**src/rtl/block_fetch_sched_pkg.sv**
```systemverilog
// frame_pkg: frame geometry, address width and scheduler state encoding
// shared by the block fetch scheduler, its interface and the bench.
package frame_pkg;

  localparam int FRAME_W  = 320;
  localparam int FRAME_H  = 240;
  localparam int BLK      = 4;
  localparam int ADDR_W   = 17;
  localparam int BLK_COLS = FRAME_W / BLK;
  localparam int BLK_ROWS = FRAME_H / BLK;

  typedef enum logic [2:0] {
    IDLE,
    FETCH,
    DRAIN,
    PRESENT,
    FINISH
  } state_e;

  // Byte address of the top-left pixel of block (x, y).
  function automatic logic [ADDR_W-1:0] blk_base(
    input logic [6:0] x,
    input logic [5:0] y,
    input int         fw,
    input int         b
  );
    logic [ADDR_W-1:0] row_step;
    logic [ADDR_W-1:0] col_step;
    row_step = ADDR_W'(b * fw);
    col_step = ADDR_W'(b);
    return ADDR_W'(y) * row_step + ADDR_W'(x) * col_step;
  endfunction

endpackage

```
**src/rtl/block_fetch_sched_if.sv**
```systemverilog
// block_fetch_sched_if: frame-memory read port plus block output stream.
// master = scheduler side, slave = memory / downstream side.
interface block_fetch_sched_if;
  import frame_pkg::*;

  logic              mem_rd_en;
  logic [ADDR_W-1:0] mem_addr;
  logic [7:0]        mem_rdata0;
  logic [7:0]        mem_rdata1;
  logic [7:0]        mem_rdata2;
  logic [7:0]        mem_rdata3;

  logic              blk_valid;
  logic              blk_ready;
  logic [31:0]       blk_row0;
  logic [31:0]       blk_row1;
  logic [31:0]       blk_row2;
  logic [31:0]       blk_row3;
  logic [6:0]        blk_x;
  logic [5:0]        blk_y;

  modport master (
    output mem_rd_en, mem_addr,
    input  mem_rdata0, mem_rdata1,
    input  mem_rdata2, mem_rdata3,
    output blk_valid,
    input  blk_ready,
    output blk_row0, blk_row1,
    output blk_row2, blk_row3,
    output blk_x, blk_y
  );

  modport slave (
    input  mem_rd_en, mem_addr,
    output mem_rdata0, mem_rdata1,
    output mem_rdata2, mem_rdata3,
    input  blk_valid,
    output blk_ready,
    input  blk_row0, blk_row1,
    input  blk_row2, blk_row3,
    input  blk_x, blk_y
  );

endinterface

```
**src/rtl/block_fetch_sched_assembler.sv**
```systemverilog
// block_assembler: four 32-bit row registers filled one column per cycle.
// Ports: clk, rst, rd_en/col (read issued this cycle), flush, rdata0..3, row0..3.
module block_assembler (
  input  logic        clk,
  input  logic        rst,
  input  logic        rd_en,
  input  logic [1:0]  col,
  input  logic        flush,
  input  logic [7:0]  rdata0,
  input  logic [7:0]  rdata1,
  input  logic [7:0]  rdata2,
  input  logic [7:0]  rdata3,
  output logic [31:0] row0,
  output logic [31:0] row1,
  output logic [31:0] row2,
  output logic [31:0] row3
);

  logic [3:0][31:0] rows_q;
  logic [3:0][7:0]  rd;
  logic             en_q;
  logic [1:0]       col_q;
  logic [4:0]       lsb;

  assign rd  = {rdata3, rdata2, rdata1, rdata0};
  // Column 0 lands in the top byte: lsb = 8 * (3 - col).
  assign lsb = {~col_q, 3'b000};

  // Read data trails the strobe by one cycle, so the column tag
  // is delayed to line up with it; flush drops that stray byte.
  always_ff @(posedge clk) begin
    if (rst) begin
      rows_q <= '0;
      en_q   <= 1'b0;
      col_q  <= 2'd0;
    end else begin
      en_q  <= rd_en & ~flush;
      col_q <= col;
      if (en_q && !flush) begin
        for (int n = 0; n < 4; n++) begin
          rows_q[n][lsb +: 8] <= rd[n];
        end
      end
    end
  end

  assign row0 = rows_q[0];
  assign row1 = rows_q[1];
  assign row2 = rows_q[2];
  assign row3 = rows_q[3];

endmodule

```
**src/rtl/block_fetch_sched.sv**
```systemverilog
// block_fetch_sched: raster scan of BLKxBLK pixel blocks over a frame.
// Ports: clk, rst, start, abort, busy, done; bus = mem read + block stream.
module block_fetch_sched
  import frame_pkg::*;
#(
  parameter int FRAME_W = frame_pkg::FRAME_W,
  parameter int FRAME_H = frame_pkg::FRAME_H,
  parameter int BLK     = frame_pkg::BLK
) (
  input  logic                clk,
  input  logic                rst,
  input  logic                start,
  input  logic                abort,
  output logic                busy,
  output logic                done,
  block_fetch_sched_if.master bus
);

  localparam int LAST_X = FRAME_W / BLK - 1;
  localparam int LAST_Y = FRAME_H / BLK - 1;

  state_e     state_q;
  state_e     state_d;
  logic [1:0] c_q;
  logic [1:0] c_d;
  logic [6:0] x_q;
  logic [6:0] x_d;
  logic [5:0] y_q;
  logic [5:0] y_d;

  logic              rd_en;
  logic              valid;
  logic              fin;
  logic              kill;
  logic              last_x;
  logic              last_blk;
  logic [ADDR_W-1:0] base;

  assign kill     = abort && (state_q != IDLE);
  assign last_x   = (x_q == 7'(LAST_X));
  assign last_blk = last_x && (y_q == 6'(LAST_Y));
  assign base     = blk_base(x_q, y_q, FRAME_W, BLK);

  always_ff @(posedge clk) begin
    if (rst) begin
      state_q <= IDLE;
      c_q     <= 2'd0;
      x_q     <= 7'd0;
      y_q     <= 6'd0;
    end else begin
      state_q <= state_d;
      c_q     <= c_d;
      x_q     <= x_d;
      y_q     <= y_d;
    end
  end

  always_comb begin
    state_d = state_q;
    c_d     = c_q;
    x_d     = x_q;
    y_d     = y_q;
    rd_en   = 1'b0;
    valid   = 1'b0;
    fin     = 1'b0;
    if (kill) begin
      state_d = IDLE;
      c_d     = 2'd0;
      x_d     = 7'd0;
      y_d     = 6'd0;
    end else begin
      unique case (state_q)
        IDLE: begin
          if (start) begin
            state_d = FETCH;
            c_d     = 2'd0;
            x_d     = 7'd0;
            y_d     = 6'd0;
          end
        end
        FETCH: begin
          rd_en = 1'b1;
          c_d   = c_q + 2'd1;
          if (c_q == 2'd3) begin
            state_d = DRAIN;
          end
        end
        DRAIN: begin
          state_d = PRESENT;
        end
        PRESENT: begin
          valid = 1'b1;
          if (bus.blk_ready) begin
            c_d = 2'd0;
            if (last_blk) begin
              state_d = FINISH;
            end else if (last_x) begin
              state_d = FETCH;
              x_d     = 7'd0;
              y_d     = y_q + 6'd1;
            end else begin
              state_d = FETCH;
              x_d     = x_q + 7'd1;
            end
          end
        end
        FINISH: begin
          fin     = 1'b1;
          state_d = IDLE;
          x_d     = 7'd0;
          y_d     = 6'd0;
        end
        default: begin
          state_d = IDLE;
        end
      endcase
    end
  end

  assign busy          = (state_q != IDLE);
  assign done          = fin;
  assign bus.mem_rd_en = rd_en;
  assign bus.mem_addr  = (state_q == FETCH)
                       ? base + ADDR_W'(c_q)
                       : '0;
  assign bus.blk_valid = valid;
  assign bus.blk_x     = x_q;
  assign bus.blk_y     = y_q;

  block_assembler u_asm (
    .clk    (clk),
    .rst    (rst),
    .rd_en  (rd_en),
    .col    (c_q),
    .flush  (kill),
    .rdata0 (bus.mem_rdata0),
    .rdata1 (bus.mem_rdata1),
    .rdata2 (bus.mem_rdata2),
    .rdata3 (bus.mem_rdata3),
    .row0   (bus.blk_row0),
    .row1   (bus.blk_row1),
    .row2   (bus.blk_row2),
    .row3   (bus.blk_row3)
  );

endmodule
```
**src/flat_wrapper.sv**
```systemverilog
// flat-port wrapper written by rule: the top's interface ports become plain ports
module block_fetch_sched_flat import frame_pkg::*;
#(
  parameter int FRAME_W = frame_pkg::FRAME_W,
  parameter int FRAME_H = frame_pkg::FRAME_H,
  parameter int BLK     = frame_pkg::BLK
)
  (clk, rst, start, abort, busy, done, bus_mem_rd_en, bus_mem_addr, bus_mem_rdata0, bus_mem_rdata1, bus_mem_rdata2, bus_mem_rdata3, bus_blk_valid, bus_blk_ready, bus_blk_row0, bus_blk_row1, bus_blk_row2, bus_blk_row3, bus_blk_x, bus_blk_y);
  block_fetch_sched_if bus_i ();
  input  logic clk;
  input  logic rst;
  input  logic start;
  input  logic abort;
  output logic busy;
  output logic done;
  output wire logic [$bits(bus_i.mem_rd_en)-1:0] bus_mem_rd_en;
  output wire logic [$bits(bus_i.mem_addr)-1:0] bus_mem_addr;
  input wire logic [$bits(bus_i.mem_rdata0)-1:0] bus_mem_rdata0;
  input wire logic [$bits(bus_i.mem_rdata1)-1:0] bus_mem_rdata1;
  input wire logic [$bits(bus_i.mem_rdata2)-1:0] bus_mem_rdata2;
  input wire logic [$bits(bus_i.mem_rdata3)-1:0] bus_mem_rdata3;
  output wire logic [$bits(bus_i.blk_valid)-1:0] bus_blk_valid;
  input wire logic [$bits(bus_i.blk_ready)-1:0] bus_blk_ready;
  output wire logic [$bits(bus_i.blk_row0)-1:0] bus_blk_row0;
  output wire logic [$bits(bus_i.blk_row1)-1:0] bus_blk_row1;
  output wire logic [$bits(bus_i.blk_row2)-1:0] bus_blk_row2;
  output wire logic [$bits(bus_i.blk_row3)-1:0] bus_blk_row3;
  output wire logic [$bits(bus_i.blk_x)-1:0] bus_blk_x;
  output wire logic [$bits(bus_i.blk_y)-1:0] bus_blk_y;
  assign bus_mem_rd_en = bus_i.mem_rd_en;
  assign bus_mem_addr = bus_i.mem_addr;
  assign bus_i.mem_rdata0 = bus_mem_rdata0;
  assign bus_i.mem_rdata1 = bus_mem_rdata1;
  assign bus_i.mem_rdata2 = bus_mem_rdata2;
  assign bus_i.mem_rdata3 = bus_mem_rdata3;
  assign bus_blk_valid = bus_i.blk_valid;
  assign bus_i.blk_ready = bus_blk_ready;
  assign bus_blk_row0 = bus_i.blk_row0;
  assign bus_blk_row1 = bus_i.blk_row1;
  assign bus_blk_row2 = bus_i.blk_row2;
  assign bus_blk_row3 = bus_i.blk_row3;
  assign bus_blk_x = bus_i.blk_x;
  assign bus_blk_y = bus_i.blk_y;
  block_fetch_sched #(.FRAME_W(FRAME_W), .FRAME_H(FRAME_H), .BLK(BLK)) u_core (.clk(clk), .rst(rst), .start(start), .abort(abort), .busy(busy), .done(done), .bus(bus_i));
endmodule
```
**config.mk**
```make
export PLATFORM = sky130hd
export DESIGN_NAME = block_fetch_sched_flat
export DESIGN_NICKNAME = d
export VERILOG_FILES = /design/src/rtl/block_fetch_sched_pkg.sv /design/src/rtl/block_fetch_sched_if.sv /design/src/rtl/block_fetch_sched_assembler.sv /design/src/rtl/block_fetch_sched.sv /design/src/flat_wrapper.sv
export SDC_FILE = /design/constraint.sdc
export NUM_CORES = 1
export LEC_CHECK = 0
export ABC_AREA = 1
export ABC_CLOCK_PERIOD_IN_PS = 2500
export BUFFER_PORTS_ARGS = -buffer_cell sky130_fd_sc_hd__clkbuf_2
export CORE_MARGIN = 8
export CORE_UTILIZATION = 47
export DETAILED_ROUTE_END_ITERATION = 8
export HOLD_SLACK_MARGIN = 0.12
export PLACE_DENSITY_LB_ADDON = 0.2
export SYNTH_ARGS = -nofsm -noshare
export SYNTH_HDL_FRONTEND = slang
export SYNTH_HIERARCHICAL = 1
export SYNTH_SLANG_ARGS = --single-unit
```
**constraint.sdc**
```tcl
create_clock -name clk -period 2.5 [get_ports clk]
set_clock_uncertainty 0.1 [all_clocks]
set_input_delay 0.5 -clock clk [delete_from_list [all_inputs] [get_ports clk]]
set_output_delay 0.5 -clock clk [all_outputs]
set_load 0.02 [all_outputs]
```
==> results.py <==
metrics = {
    "routing": {
        "vias": 6929,
        "drtIter0Drc": 631,
        "vias_per_cell": 5.17,
        "wl_per_cell_um": 16.0,
        "wl_um": 21500,
        "ant_nets": 0,
        "drc": 0,
        "firstDrtPassIters": 5,
    },
    "placed_design": {
        "numPortBuffers": 198,
        "place_congestion": 0.888,
        "dp_cells": 1309,
        "dpl_cell_area_um2": 7960,
        "hpwl_um": 15300,
    },
    "floorplan": {
        "rows": 43,
        "start_util_pct": 48.1,
        "pin_count": 199,
        "dieWidth_um": 135,
        "core_region_area_um2": 13900,
        "fp.dieArea_um2": 18300,
        "die_h_um": 135,
    },
    "clock_network": {
        "cts_max_level": 4,
        "cts_buffer_depth": 2,
        "cts_num_sinks": 149,
        "cts_tree": "yes",
        "holdBufCountCts": 0,
        "numCtsBuffers": 17,
        "worst_skew_pair.late_latency_ns": 0.42,
        "clkSlewWorstSetupHoldPaths_ns": 0.06,
        "root_buffer": "clkbuf_16",
    },
    "grt": {
        "overflow": 0,
        "grt_pass1_vias": 6380,
        "track_usage_pct": 23.2,
        "grt_max_degree": 54,
        "antenna_found_initial": 0,
        "grt_pass1_wl_um": 33900,
    },
    "synthesis": {
        "syn_inst": 953,
        "syn_area_um2": 6670,
        "synth_seq_cells": 149,
        "synth_nets": 1009,
        "yosysSeqAreaShare_pct": 44.7,
        "ys_warn_count": 6,
        "avgSynthCellArea_um2": 7.00,
        "synth_cell_types": 31,
    },
    "worst_setup_path": {
        "critPathBufInv": 3,
        "critical_path.slowest_cell": "fa_1",
        "cp_data_required_time_ns": 1.90,
        "critical_path.top_delay_family": "adder cells",
        "crit_type": "flop to output port",
        "crit_path_cell_trace": "ha_4, ha_4, fa_1, xnor2_2, nor3_2, buf_4, buf_4, nor3_2, clkbuf_4",
        "crit_fanout": 3,
        "start_kind": "flop",
        "max_stage_delay_ns": 0.43,
        "critPathArrivalTime_ns": 2.54,
        "endpoint_kind": "output port",
    },
    "timing": {
        "finalSetupViolCount": 5,
        "relSlewSlack_pct": 60.3,
        "setup_tns_ns": -2.61,
        "maxSlewViolCount": 0,
        "max_slew.worst_pin.slew_ns": 0.594,
        "fmax_mhz": 318,
        "period_share_pct": 126,
        "rsz0062_at_grt": "true",
        "setup_slack_ns": -0.642,
        "finalHoldViolCount": 0,
        "layout_min_cycle_time_ns": 3.14,
    },
    "power_and_ir_drop": {
        "vdd_drop_max_uv": 494,
        "powerDensity_nw_per_um2": 772,
        "p_leak_uw": 0.00396,
    },
    "status": {
        "status": "finished with violations",
        "violations": "negative setup slack",
    },
    "layout": {
        "seqCellArea_um2": 2990,
        "nFillCells": 1337,
        "finalNonFillerCells": 1341,
        "fin_nets": 1206,
        "multiInputGateArea_um2": 3230,
        "area_growth_pct": 29.1,
        "n_antenna_cell": 0,
        "stdcell_area_um2": 8610,
        "drive_gt1_share_pct": 26.2,
    },
    "job": {
        "drv_cap": 0,
    },
    "worst_hold_path": {
        "hp-class": "input pin to flop",
    },
}
-- cell type report --
class | count | area share, %
clock buffer | 26 | 5.91
timing repair buffer | 234 | 15.0
clock inverter | 4 | 0.523
sequential | 149 | 34.8
tap | 180 | 2.62
inverter | 83 | 3.65
multi-input combinational | 665 | 37.5
-- worst register-to-register path, stage by stage, from the launching register on --
cell	delay [ns]
dfxtp_1	0.38
nor2_1	0.09
inv_2	0.10
nor2_1	0.07
nor2_1	0.31
inv_2	0.11
nand3_1	0.19
inv_1	0.32
o21ai_0	0.29
nor2_1	0.07
-- flip-flops by register name (all words and copies together) (netlist names), 3 cells and up --
name	count
u_core/u_asm/row3	32
u_core/u_asm/row2	32
u_core/u_asm/row1	32
u_core/u_asm/row0	32
u_core/state_q	3
u_core/bus.blk_y	6
u_core/bus.blk_x	7
-- timing repair --
action | 4_1_cts | 5_1_grt
endpoints found under the setup margin | 5 | 18
pin swaps | 4 | 2
buffers inserted | 0 | 2
resized for setup | 13 | 6
-- synthesized netlist by cell type (all sizes together) --
master | n | share of area [%]
nand3b | 2 | 0.22
or2 | 1 | 0.094
clkbuf | 39 | 2.2
a22oi | 1 | 0.11
o21a | 1 | 0.11
fa | 1 | 0.30
xor2 | 2 | 0.26
ha | 18 | 3.4
buf | 17 | 1.4
o21ai | 59 | 4.4
nor3 | 36 | 2.7
a31oi | 32 | 3.0
dfxtp | 149 | 45
inv | 83 | 4.7
nand3 | 33 | 2.6
xnor2 | 2 | 0.26
nand4 | 5 | 0.47
nor2 | 172 | 10
a21boi | 1 | 0.11
a21oi | 88 | 6.6
nand2 | 211 | 12
-- path summary, 6_finish.rpt --
kind	slack (ns)	cells past startpoint	endpoint	startpoint
min reg2reg	0.36	2	u_core/u_asm/col_q[0]	u_core/c_q[0]
max	-0.64	9	bus_mem_addr[13]	u_core/bus.blk_y[3]
max reg2reg	0.37	9	u_core/u_asm/row0[18]	u_core/state_q[1]
min	0.25	3	u_core/u_asm/row0[0]	bus_mem_rdata0[0]
-- report_power, final --
group | switching [µW] | total [µW] | internal (µW) | leakage [µW]
logic | 1090 | 1640 | 542 | 0.00247
registers | 106 | 2600 | 2500 | 0.00120
clock network | 920 | 2410 | 1490 | 0.000276
total | 2120 | 6650 | 4530 | 0.00396
-- kinds of logic after synthesis --
group,synth area share [%]
adders and majority gates,3.68
and+or+nand+nor,28.4
buffers and inverters,8.31
xor gates and xnor gates,0.525
DFF,44.7
AOI/OAI and AO/OA,14.4
-- cell usage in the layout, fill, tap and decap left out, types with 2 or more instances in the layout --
master / synthesis / final
o21ai_1: 6 / 6
clkinv_2: 0 / 3
a31oi_1: 32 / 32
nand3_1: 31 / 30
inv_2: 7 / 7
nand3_2: 2 / 3
nand2_2: 4 / 5
nand4_1: 5 / 5
nand2_1: 206 / 205
nand3b_1: 2 / 2
clkbuf_1: 39 / 4
nor2_4: 3 / 4
ha_4: 0 / 3
dfxtp_4: 0 / 2
nor3_2: 0 / 2
nor2_1: 165 / 158
clkbuf_2: 0 / 192
nor3_1: 36 / 34
dfxtp_2: 0 / 3
inv_1: 75 / 75
ha_1: 18 / 15
a21oi_1: 88 / 87
clkbuf_16: 0 / 17
dfxtp_1: 149 / 144
clkbuf_8: 0 / 8
buf_4: 0 / 37
o21ai_0: 53 / 53
nor2_2: 4 / 10
-- through the flow --
stage	utilization, %	total power [µW]	hold slack, ns	worst slack [ns]
2_1_floorplan	-	3720	0.333	-0.0624
3_3_place_gp	57.4	4210	0.351	-0.142
3_5_place_dp	57.4	4220	0.354	-0.168
4_1_cts	61.8	6650	0.240	-0.576
5_1_grt	62.0	6980	0.253	-0.727
6_report	62.0	6650	0.253	-0.642
-- layer usage --
layer	routed length, µm	share of wire [%]	GRT usage [%]
met5	0	0	0
met4	246	1.1	5.68
met3	1800	8.4	5.86
met2	9350	43	33.7
met1	10100	47	33.3
Power figures use the tool's default switching activity.
